[src/rtl/ram_dp_arbiter_1024_64.sv]
// Two-client front end for a simple dual-port RAM: independent round-robin arbiters on the
// write and read ports, read data return one cycle after grant, optional zero-fill after reset.
module ram_dp_arbiter_1024_64 #(
    parameter int unsigned RAM_WIDTH      = 64,
    parameter int unsigned RAM_ADDR       = 10,
    parameter int unsigned RAM_DEPTH      = 1024,
    parameter bit          CLEAR_ON_RESET = 1'b1
) (
    input  logic                 clock,
    input  logic                 reset,
    input  logic                 c0_req,
    input  logic                 c0_wr,
    input  logic [RAM_ADDR-1:0]  c0_addr,
    input  logic [RAM_WIDTH-1:0] c0_wdata,
    output logic                 c0_gnt,
    output logic                 c0_rvalid,
    output logic [RAM_WIDTH-1:0] c0_rdata,
    input  logic                 c1_req,
    input  logic                 c1_wr,
    input  logic [RAM_ADDR-1:0]  c1_addr,
    input  logic [RAM_WIDTH-1:0] c1_wdata,
    output logic                 c1_gnt,
    output logic                 c1_rvalid,
    output logic [RAM_WIDTH-1:0] c1_rdata,
    output logic                 init_done,
    output logic [RAM_ADDR-1:0]  ram_wr_addr,
    output logic [RAM_ADDR-1:0]  ram_rd_addr,
    output logic [RAM_WIDTH-1:0] ram_data_in,
    output logic                 ram_write_en,
    output logic                 ram_read_en,
    output logic                 ram_chip_select,
    input  logic [RAM_WIDTH-1:0] ram_data_out
);

    typedef enum logic {
        ST_CLEAR = 1'b0,
        ST_RUN   = 1'b1
    } state_t;

    localparam logic [RAM_ADDR-1:0] LAST_ADDR = RAM_ADDR'(RAM_DEPTH - 1);

    state_t                 state_q;
    logic [RAM_ADDR-1:0]    clr_cnt_q;
    logic                   wptr_q;      // 0: c0 has priority, 1: c1 has priority
    logic                   rptr_q;
    logic                   rvalid0_q;
    logic                   rvalid1_q;
    logic                   init_done_q;
    logic [RAM_ADDR-1:0]    wr_addr_q;
    logic [RAM_ADDR-1:0]    rd_addr_q;
    logic [RAM_WIDTH-1:0]   wdata_q;

    logic                   run_c;
    logic                   clr_c;
    logic                   wcand0_c, wcand1_c, rcand0_c, rcand1_c;
    logic                   wg0_c, wg1_c, rs0_c, rs1_c, rg0_c, rg1_c;
    logic                   hazard_c;
    logic [RAM_ADDR-1:0]    wsel_addr_c;
    logic [RAM_WIDTH-1:0]   wsel_data_c;
    logic [RAM_ADDR-1:0]    rsel_addr_c;
    logic [RAM_ADDR-1:0]    wr_addr_d;
    logic [RAM_ADDR-1:0]    rd_addr_d;
    logic [RAM_WIDTH-1:0]   wdata_d;

    // Arbitration and RAM port steering; a write always beats a same-address read.
    always_comb begin
        run_c       = 1'b0;
        clr_c       = 1'b0;
        wcand0_c    = 1'b0;
        wcand1_c    = 1'b0;
        rcand0_c    = 1'b0;
        rcand1_c    = 1'b0;
        wg0_c       = 1'b0;
        wg1_c       = 1'b0;
        rs0_c       = 1'b0;
        rs1_c       = 1'b0;
        rg0_c       = 1'b0;
        rg1_c       = 1'b0;
        hazard_c    = 1'b0;
        wsel_addr_c = c0_addr;
        wsel_data_c = c0_wdata;
        rsel_addr_c = c0_addr;
        wr_addr_d   = wr_addr_q;
        rd_addr_d   = rd_addr_q;
        wdata_d     = wdata_q;

        run_c    = (state_q == ST_RUN) && !reset;
        clr_c    = (state_q == ST_CLEAR) && !reset;
        wcand0_c = c0_req && c0_wr;
        wcand1_c = c1_req && c1_wr;
        rcand0_c = c0_req && !c0_wr;
        rcand1_c = c1_req && !c1_wr;

        wg0_c = run_c && wcand0_c && (!wcand1_c || !wptr_q);
        wg1_c = run_c && wcand1_c && (!wcand0_c || wptr_q);
        if (wg1_c) begin
            wsel_addr_c = c1_addr;
            wsel_data_c = c1_wdata;
        end

        rs0_c = run_c && rcand0_c && (!rcand1_c || !rptr_q);
        rs1_c = run_c && rcand1_c && (!rcand0_c || rptr_q);
        if (rs1_c) begin
            rsel_addr_c = c1_addr;
        end

        hazard_c = (wg0_c || wg1_c) && (rs0_c || rs1_c) && (rsel_addr_c == wsel_addr_c);
        rg0_c    = rs0_c && !hazard_c;
        rg1_c    = rs1_c && !hazard_c;

        if (clr_c) begin
            wr_addr_d = clr_cnt_q;
            wdata_d   = '0;
        end else if (wg0_c || wg1_c) begin
            wr_addr_d = wsel_addr_c;
            wdata_d   = wsel_data_c;
        end
        if (rg0_c || rg1_c) begin
            rd_addr_d = rsel_addr_c;
        end
    end

    assign c0_gnt          = wg0_c || rg0_c;
    assign c1_gnt          = wg1_c || rg1_c;
    assign ram_write_en    = clr_c || wg0_c || wg1_c;
    assign ram_read_en     = rg0_c || rg1_c;
    assign ram_chip_select = ram_write_en || ram_read_en;
    assign ram_wr_addr     = wr_addr_d;
    assign ram_rd_addr     = rd_addr_d;
    assign ram_data_in     = wdata_d;

    // A reset arriving while a read is in flight suppresses its rvalid immediately.
    assign c0_rvalid = rvalid0_q && !reset;
    assign c1_rvalid = rvalid1_q && !reset;
    assign c0_rdata  = ram_data_out;
    assign c1_rdata  = ram_data_out;
    assign init_done = init_done_q;

    always_ff @(posedge clock) begin
        if (reset) begin
            state_q     <= CLEAR_ON_RESET ? ST_CLEAR : ST_RUN;
            clr_cnt_q   <= '0;
            wptr_q      <= 1'b0;
            rptr_q      <= 1'b0;
            rvalid0_q   <= 1'b0;
            rvalid1_q   <= 1'b0;
            init_done_q <= 1'b0;
            wr_addr_q   <= '0;
            rd_addr_q   <= '0;
            wdata_q     <= '0;
        end else begin
            wr_addr_q <= wr_addr_d;
            rd_addr_q <= rd_addr_d;
            wdata_q   <= wdata_d;
            rvalid0_q <= rg0_c;
            rvalid1_q <= rg1_c;
            case (state_q)
                ST_CLEAR: begin
                    clr_cnt_q <= clr_cnt_q + RAM_ADDR'(1);
                    if (clr_cnt_q == LAST_ADDR) begin
                        state_q     <= ST_RUN;
                        init_done_q <= 1'b1;
                    end
                end
                ST_RUN: begin
                    init_done_q <= 1'b1;
                    // Priority passes to the client that was not just served.
                    if (wg0_c || wg1_c) begin
                        wptr_q <= wg0_c;
                    end
                    if (rg0_c || rg1_c) begin
                        rptr_q <= rg0_c;
                    end
                end
                default: state_q <= ST_RUN;
            endcase
        end
    end

endmodule

[config.mk]
export PLATFORM = sky130hd
export DESIGN_NAME = ram_dp_arbiter_1024_64
export DESIGN_NICKNAME = d
export VERILOG_FILES = /design/src/rtl/ram_dp_arbiter_1024_64.sv
export SDC_FILE = /design/constraint.sdc
export NUM_CORES = 1
export LEC_CHECK = 0
export CORE_AREA = 2 2 172 174
export DETAILED_ROUTE_END_ITERATION = 10
export DIE_AREA = 0 0 174 176
export HOLD_SLACK_MARGIN = 0.05
export PLACE_DENSITY_LB_ADDON = 0.12
export SYNTH_ARGS = -nofsm -noshare
export SYNTH_HDL_FRONTEND = slang
export SYNTH_SLANG_ARGS = --single-unit
[constraint.sdc]
create_clock -name clock -period 4.6 [get_ports clock]
set_clock_uncertainty 0.05 [all_clocks]
set_input_delay 0.46 -clock clock [delete_from_list [all_inputs] [get_ports clock]]
set_output_delay 0.46 -clock clock [all_outputs]
set_load 0.05 [all_outputs]
# Word-level counts from Yosys, hierarchy flattened
# Index checks and enable logic that the tools add are counted.
# totals
output_inout_bits,220
inputBits,218
register_bits,100
# classes
eq_ne,3
muxes,12
n_reduce_logical,44
n_addsub,1
bitwise,1
# op_table
op,n
$mux W64,3
$mux W10,5
$logic_and A1 B1 Y1,20
$logic_or A1 B1 Y1,12
$add A10 B1 Y10 const B,1
$eq A10 B10 Y1,1
$eq A10 B10 Y1 const B,1
$logic_not A1 Y1,10
$reduce_and A2 Y1,2
$mux W1,3
$ne A2 B1 Y1 const B,1
$pmux W1 S2,1
$not A1 Y1,1

# Depth between registers and ports, before layout
# Gate-level depths: netlist of run 1.
# depth
word_depth,12
depth_mapped,8
ltp_nobuf,5

# Worst setup path after synthesis of run 1
# No wires, ideal clock.
# synth_timing
path_type,input port to output port
startpoint,input reset
endpoint,output c0_gnt
required_ns,4.090
path_stages,5
setup_slack_ns,1.267
arrival_ns,2.823
cell_sequence,and2b_1 > o311a_1 > o2bb2ai_2 > and2_1 > o41ai_1
# synth_via
elab_chain_cells,10
elab_cells_between_ends,20
# synth_rtl
element,line_no,rtl
from (decl),10,"input logic reset,"
$logic_not A1 Y1 (*),87,run_c = (state_q == ST_RUN) && !reset;
$logic_and A1 B1 Y1 (*),87,
"$logic_and A1 B1 Y1, on equally long branches (2 in series)",-,
$mux W10 (tied with other cells),103,if (rs1_c) begin
$eq A10 B10 Y1 / $logic_and A1 B1 Y1 (equally long branches),107,hazard_c = (wg0_c || wg1_c) && (rs0_c || rs1_c) && (rsel_addr_c == wsel_addr_c);
$logic_and A1 B1 Y1,107,
$logic_not A1 Y1,108,rg0_c = rs0_c && !hazard_c;
$logic_and A1 B1 Y1,108,
$logic_or A1 B1 Y1 (*),123,assign c0_gnt = wg0_c || rg0_c;
to (decl),15,"output logic c0_gnt,"
# Mark *: on every way between the ends. The rest lies on a longest branch, timed or not.

# Worst setup path after layout of run 1
# layout_timing
startpoint,input c1_req
endpoint,output ram_rd_addr[7]
# layout_via
elab_chain_cells,11
elab_cells_between_ends,24
# layout_rtl
element,line_no,rtl
from (decl),18,"input logic c1_req,"
branches (longest 10 deep; another with $mux W10),-,
$mux W10 (*),118,if (rg0_c || rg1_c) begin
to (decl),27,"output logic [RAM_ADDR-1:0] ram_rd_addr,"
# Mark *: on every way between the ends.

==> results.md, run 1 <==
- Status: finished clean
- Primary FF master, synth: sky130_fd_sc_hd__dfxtp_1
- Area growth from synthesis to final layout: 51.4%
- CTS-repair resized insts: 0
- Ordered cell list for the critical path: clkdlybuf4s50_1 > and4b_1 > and2_1 > o2bb2ai_2 > a21oi_4 > mux2i_1 > buf_12
- Average wire per standard cell: 20.7 um
- Clock latency on the worst-skew pair: about 0.35 ns
- Most frequent standard cell in the layout excluding fill and tap cells: sky130_fd_sc_hd__clkdlybuf4s50_1
- Most frequent cells in the layout: sky130_fd_sc_hd__clkdlybuf4s50_1, sky130_fd_sc_hd__nor2_1, sky130_fd_sc_hd__dfxtp_1
- Number of enable-type register cells in the synthesized netlist: 0
- Post-synthesis instance area: 5970 um^2
- Share of post-route cells with drive strength above 1: 14.8%
- Sinks on Clock Net: 100
- Total number of H-tree levels: 3
- Peak ir drop on the vdd network: 109 uV
- Kind of end point of the critical path: primary output
- Unrepaired setup endpoints after global routing: no
- Relative contribution of sequential cells to total power: 45.0%
- Net Count, Synth: 972
- Post-layout nets: 1065
- Average vias per placed instance: ~4.4
- Path type of the worst min-delay path: flop to flop
- Final standard cell utilization of the core: 31.7%
- Hold path depth: 2
- Chip height: 176 um
- Period minus WS final: 3.65 ns
- Combinational group share of total power: 12.2%
- Flip-flop and latch count after synthesis: 100
- Slew at the pin closest to its max-slew limit: ~0.84 ns
- Standard cell area after detailed placement: 8730 um^2
- Hold buffer count at cts: 0
- Critical-path top delay cell: sky130_fd_sc_hd__clkdlybuf4s50_1
- Delay of the slowest cell on the worst path: 0.58 ns
- Worst rel slew slack: 43.8%
- Static leakage: 3.22 nW
- Crit share post-route: 79.4%
- Standard-cell rows: 62
- Detailed placement HPWL: 19300 um
- CTS tree: done
- Total global routing track utilization: between 15 and 20%
- Register area share after synthesis: 33.5%
- Root cell of the clock tree: sky130_fd_sc_hd__clkbuf_16
- Antenna-violating nets left: 0
- Vias: about 5400
- First-pass GRT wire length: 37100 um
- Post-route worst setup slack: 0.949 ns
- Total negative setup slack: 0 ns
- Antenna violations before repair: 2
- Clock slew at reported path FFs: 0.08 ns
- Placeable core region: 28500 um^2
- Number of global-route vias before repair: 5669
- Type of element launching the critical path: primary input
- Worst Path Max Fanout: 13
- Switching portion of total power: 24.7%
- Synth cell types: 43
- Iteration-0 DRC count of the detailed router: 173
- Number of pins with negative max-slew slack in the final report: 0
- Endpoints failing setup: 0
- Number of warnings printed during yosys synthesis: 0
- Cell area after layout: 9040 um^2
- Effective utilization at floorplan: a little over a fifth
- Sw Pwr: 0.000477 W
- Grt ovf: 0
- First-pass iteration count of the detailed router: 4
- Synth Instances: around 750
- Final hold violation count: 0
- Total clock buffers created by CTS: 9
- Type of the worst setup path: primary input to primary output
- Number of remaining DRC errors: 0
- Depth of the worst register-to-register path: 7
- Internal Power: 0.00146 W
- Arrival time at the worst endpoint: 3.14 ns
- Part of the total power dissipated in the clock network: 42.7%
- DRT Wirelength: 25600 um
- Post-Place Cells: 1219
- Count of buffers added by post-CTS timing repair for setup: 0
- Async SR Flop Fraction: 0%
- Count of fill cells added during filler insertion: a little over 3000
- Total power density per cell area: about 210 nW/um^2
- Final GP Congestion: 0.729
- Worst setup slack after placement: 0.901 ns
- Full die area: 30600 um^2
- Maximum number of pins on one net before global-route repair: 85
- Critical path data required time: 4.09 ns
- PortBufs: 245
- Achievable Freq: 274 MHz
- Number of non-filler instances in the completed layout: around 1200
- Number of max-cap violations: 0
- Maximum count of clock buffers along a single path: 2
- I/O Pins: 438
- Synthesized area per cell: around 8 um^2
- Die width: 174 um
==> path summary, 6_finish.rpt <==
path	start	end	slack (ns)
setup / recovery	c1_req	ram_rd_addr[7]	0.95
hold reg to reg	init_done	init_done	0.41
hold / removal	init_done	init_done	0.41
setup reg to reg	state_q	rd_addr_q[8]	1.74
==> power by group through the flow <==
| stage | sequential [W] | combinational [W] | clock [W] |
|---|---|---|---|
| after global placement | 0.000892 | 0.000242 | 0 |
| after CTS | 0.000871 | 0.000242 | 0.000866 |
| after detailed placement | 0.000892 | 0.000241 | 0 |
| final | 0.000871 | 0.000237 | 0.000826 |
| after floorplan | 0.000891 | 0.000357 | 0 |
| after global routing | 0.000872 | 0.000253 | 0.000892 |
==> metrics by stage <==
step                      power [W]  hold slack [ns]
final                       0.00193            0.410
after global routing        0.00202            0.442
after CTS                   0.00198            0.417
after detailed placement    0.00113            0.404
after global placement      0.00113            0.410
after floorplan             0.00125            0.399
==> state kept, by name, summed over array words and instances (netlist names) <==
signal and cells:
wdata_q 64, clr_cnt_q 10, rd_addr_q 10, wr_addr_q 10, init_done 1, rptr_q 1, rvalid0_q 1, rvalid1_q 1
state_q 1, wptr_q 1
==> worst max-delay path: cells and delay by family <==
kind                   cells  cell delay [ns]
AND/OR/NAND/NOR            2             0.80
AO/OA/AOI/OAI              2             0.71
multiplexers               1             0.37
buffers and inverters      2             0.77
==> metal layers <==
layer | routed length [um] | share of wire [%] | global-route usage, % | vias to the layer above
li1 | - | - | - | 2638
met1 | 9560 | 37 | 17.4 | 2494
met2 | 12900 | 50 | 29.1 | 242
met3 | 2430 | 9.5 | 6.31 | 47
met4 | 716 | 2.8 | 6.37 | 2
met5 | 13 | 0.051 | 0 | -
==> area by class of cell <==
class                      count  area [um^2]  share of cell area [%]
tap                          384          480                    5.31
antenna                        1         2.50                  0.0277
timing repair buffer         259         3450                    38.2
inverter                      13         48.8                   0.540
sequential                   100         2000                    22.1
clock inverter                 6         68.8                   0.761
clock buffer                  10          239                    2.64
multi-input combinational    463         2750                    30.4
==> synthesized netlist by cell type (all sizes together), types with 2 or more instances <==
library cell    n  area (um^2)
and2           12         75.1
a21oi           5         36.3
nand3           5         25.0
nor2b           3         18.8
o21ba          10          100
o22a           31          272
nand2          29          109
nand4           3         18.8
buf           159         1130
nor2          114          428
or2            13         81.3
o21a            2         15.0
o21ai          44          220
nor4            4         31.3
xnor2           8         70.1
nand3b          2         15.0
a31oi          11         68.8
o22ai          33          206
and2b           2         15.0
mux2i          31          310
dfxtp         100         2000
inv            13         48.8
nand2b         13         81.3
xor2           11         96.3
nor3           67          335
clkbuf         18         67.6
==> kinds of logic after synthesis <==
group / share of synthesized area (%)
and+or+nand+nor: 21.3
DFF: 33.5
AOI/OAI and AO/OA: 16.1
buffers and inverters: 20.8
muxes: 5.20
adders and majority gates: 0.209
xor gates and xnor gates: 2.79
(Power assumes the default switching activity.)
==> run 2: changes to the inputs <==
--- a/config.mk
+++ b/config.mk
@@ -5,9 +5,9 @@
 export SDC_FILE = /design/constraint.sdc
 export NUM_CORES = 1
 export LEC_CHECK = 0
-export CORE_AREA = 2 2 172 174
+export CORE_AREA = 2 2 169 171
 export DETAILED_ROUTE_END_ITERATION = 10
-export DIE_AREA = 0 0 174 176
+export DIE_AREA = 0 0 171 173
 export HOLD_SLACK_MARGIN = 0.05
 export PLACE_DENSITY_LB_ADDON = 0.12
 export SYNTH_ARGS = -nofsm -noshare
==> constraint.sdc (replaced) <==
create_clock -name clock -period 3.4 [get_ports clock]
set_clock_uncertainty 0.05 [all_clocks]
set_input_delay 0.34 -clock clock [delete_from_list [all_inputs] [get_ports clock]]
set_output_delay 0.34 -clock clock [all_outputs]
set_load 0.05 [all_outputs]
==> results.md, run 2 (synthesized netlist as in run 1, its figures left out) <==
- Kind of end point of the critical path: primary output (unchanged)
- Count of buffers added by post-CTS timing repair for setup: 0 (unchanged)
- Critical path data required time: 3.01 ns (was 4.09 ns)
- Full die area: 29600 um^2 (was 30600 um^2)
- Number of remaining DRC errors: 0 (unchanged)
- Path type of the worst min-delay path: flop to flop (unchanged)
- Critical-path top delay cell: sky130_fd_sc_hd__a21oi_4 (was sky130_fd_sc_hd__clkdlybuf4s50_1)
- Status: finished clean (unchanged)
- Arrival time at the worst endpoint: 2.81 ns (was 3.14 ns)
- Total global routing track utilization: 14.3% (was 16.3%)
- Root cell of the clock tree: sky130_fd_sc_hd__clkbuf_16 (unchanged)
- First-pass GRT wire length: 32400 um (was 37100 um)
- Ordered cell list for the critical path: clkdlybuf4s50_1 > and4b_1 > and2_1 > o2bb2ai_2 > a21oi_4 > mux2i_1 > buf_12 (unchanged)
- Peak ir drop on the vdd network: 161 uV (was 109 uV)
- Number of max-cap violations: 0 (unchanged)
- Vias: 5350 (was 5423)
- Antenna violations before repair: 1 (was 2)
- Average wire per standard cell: 17.6 um (was 20.7 um)
- Most frequent standard cell in the layout excluding fill and tap cells: sky130_fd_sc_hd__clkdlybuf4s50_1 (unchanged)
- Worst rel slew slack: 36.6% (was 43.8%)
- Multi-input combinational cell area: 2750 um^2 (unchanged)
- Sequential cell area: 2000 um^2 (unchanged)
- Number of buffer and inverter stages on the critical path: 2 (unchanged)
- Type of element launching the critical path: primary input (unchanged)
- Unrepaired setup endpoints after global routing: no (unchanged)
- Period minus WS final: about 3.2 ns
- Crit share post-route: a little over nine tenths
- Delay of the slowest cell on the worst path: 0.76 ns (was 0.58 ns)
- Chip height: 173 um (was 176 um)
- Slew at the pin closest to its max-slew limit: 0.948 ns (was 0.844 ns)
- Effective utilization at floorplan: 21.6% (was 20.9%)
- CTS tree: done (unchanged)
- Clock slew at reported path FFs: 0.08 ns (about the same)
- First-pass iteration count of the detailed router: 4 (unchanged)
- Clock latency on the worst-skew pair: 0.35 ns (about the same)
- Total number of H-tree levels: 3 (unchanged)
- Fin Hold WS: 0.423 ns (was 0.410 ns)
- Iteration-0 DRC count of the detailed router: 150 (was 173)
- Average vias per placed instance: 4.35 (was 4.39)
- Final standard cell utilization of the core: 32.9% (was 31.7%)
- Share of post-route cells with drive strength above 1: 15.1% (was 14.8%)
- DRT Wirelength: 21700 um (was 25600 um)
- Endpoints failing setup: 0 (unchanged)
- Antenna diode count: 0 (was 1)
- Number of global-route vias before repair: 5470 (was 5669)
- Worst Path Max Fanout: 22 (was 13)
- Post-layout total power: 0.00261 W (was 0.00193 W)
- Type of the worst setup path: primary input to primary output (unchanged)
- Area growth from synthesis to final layout: 52.4% (was 51.4%)
- I/O Pins: 438 (unchanged)
- CTS-repair resized insts: 0 (unchanged)
- Max FFs per register: 64 (unchanged)
- Maximum count of clock buffers along a single path: 2 (unchanged)
- Total clock buffers created by CTS: 9 (unchanged)
- Static leakage: 3.26 nW (was 3.22 nW)
- Final GP Congestion: 0.734 (was 0.729)
- Top register by number of flip-flops: wdata_q (unchanged)
- Largest delay contributor family on the critical path: compound AO/OA/AOI/OAI gates (was simple AND/OR/NAND/NOR gates)
- Antenna-violating nets left: 0 (unchanged)
- Standard-cell rows: 61 (was 62)
- Sinks on Clock Net: 100 (unchanged)
- Final hold violation count: 0 (unchanged)
- Detailed placement HPWL: 15700 um (was 19300 um)
- Total power density per cell area: 287 nW/um^2 (was 214 nW/um^2)
- Achievable Freq: 312 MHz
- Hold buffer count at cts: 0 (unchanged)
- Total negative setup slack: 0 ns (unchanged)
- Maximum number of pins on one net before global-route repair: 65 (was 85)
- Number of pins with negative max-slew slack in the final report: 0 (unchanged)
- Most frequent cells in the layout: sky130_fd_sc_hd__clkdlybuf4s50_1, sky130_fd_sc_hd__nor2_1, sky130_fd_sc_hd__dfxtp_1 (unchanged)
- Die width: 171 um (was 174 um)
- Count of fill cells added during filler insertion: 2940 (was 3094)
- Grt ovf: 0 (unchanged)
- Placeable core region: 27600 um^2 (was 28500 um^2)
- PortBufs: 245 (unchanged)
- Post-layout nets: 1066 (was 1065)
## run 2: layout make-up
type | count | share of cell area [%]
Timing Repair Buffer | 260 | 38.6
Multi-Input combinational cell | 463 | 30.2
Sequential cell | 100 | 22.0
Tap cell | 378 | 5.20
Clock buffer | 10 | 2.63
Clock inverter | 6 | 0.784
Inverter | 13 | 0.536
## run 2: worst paths after layout
check                     from        endpoint  slack (ns)  cells after the start
hold reg to reg   rd_addr_q[6]    rd_addr_q[6]        0.42                      2
setup / recovery         reset  ram_rd_addr[5]        0.20                      7
setup reg to reg       state_q    rd_addr_q[9]        1.28                      5
hold / removal    rd_addr_q[6]    rd_addr_q[6]        0.42                      2
## run 2: worst min-delay path, stage by stage (launching register included)
cell and delay [ns]:
sky130_fd_sc_hd__dfxtp_1 0.32, sky130_fd_sc_hd__nand2b_1 0.06, sky130_fd_sc_hd__mux2i_1 0.05
## run 2: routing by layer
metal / routed length (um) / vias up / global-route usage [%]
met4: 449 / 2 / 4.91
li1: - / 2628 / -
met5: 13 / - / 0
met3: 2490 / 62 / 7.12
met1: 9190 / 2442 / 17.2
met2: 9510 / 216 / 22.1
## run 2: through the flow
step | setup slack [ns] | instances | area, um^2
4_1_cts | 0.166 | 1230 | 9100
3_3_place_gp | 0.231 | 1214 | 8790
2_1_floorplan | 0.307 | 753 | 5970
3_5_place_dp | 0.156 | 1214 | 8790
6_report | 0.197 | 1230 | 9100
5_1_grt | 0.0299 | 1230 | 9100
## run 2: power by group
part / total, W / switching, W / internal (W) / leakage [nW]
clock: 0.00112 / 0.000519 / 0.000601 / 0.151
sequential: 0.00118 / 0.00000383 / 0.00117 / 0.806
combinational: 0.000309 / 0.000111 / 0.000198 / 2.30
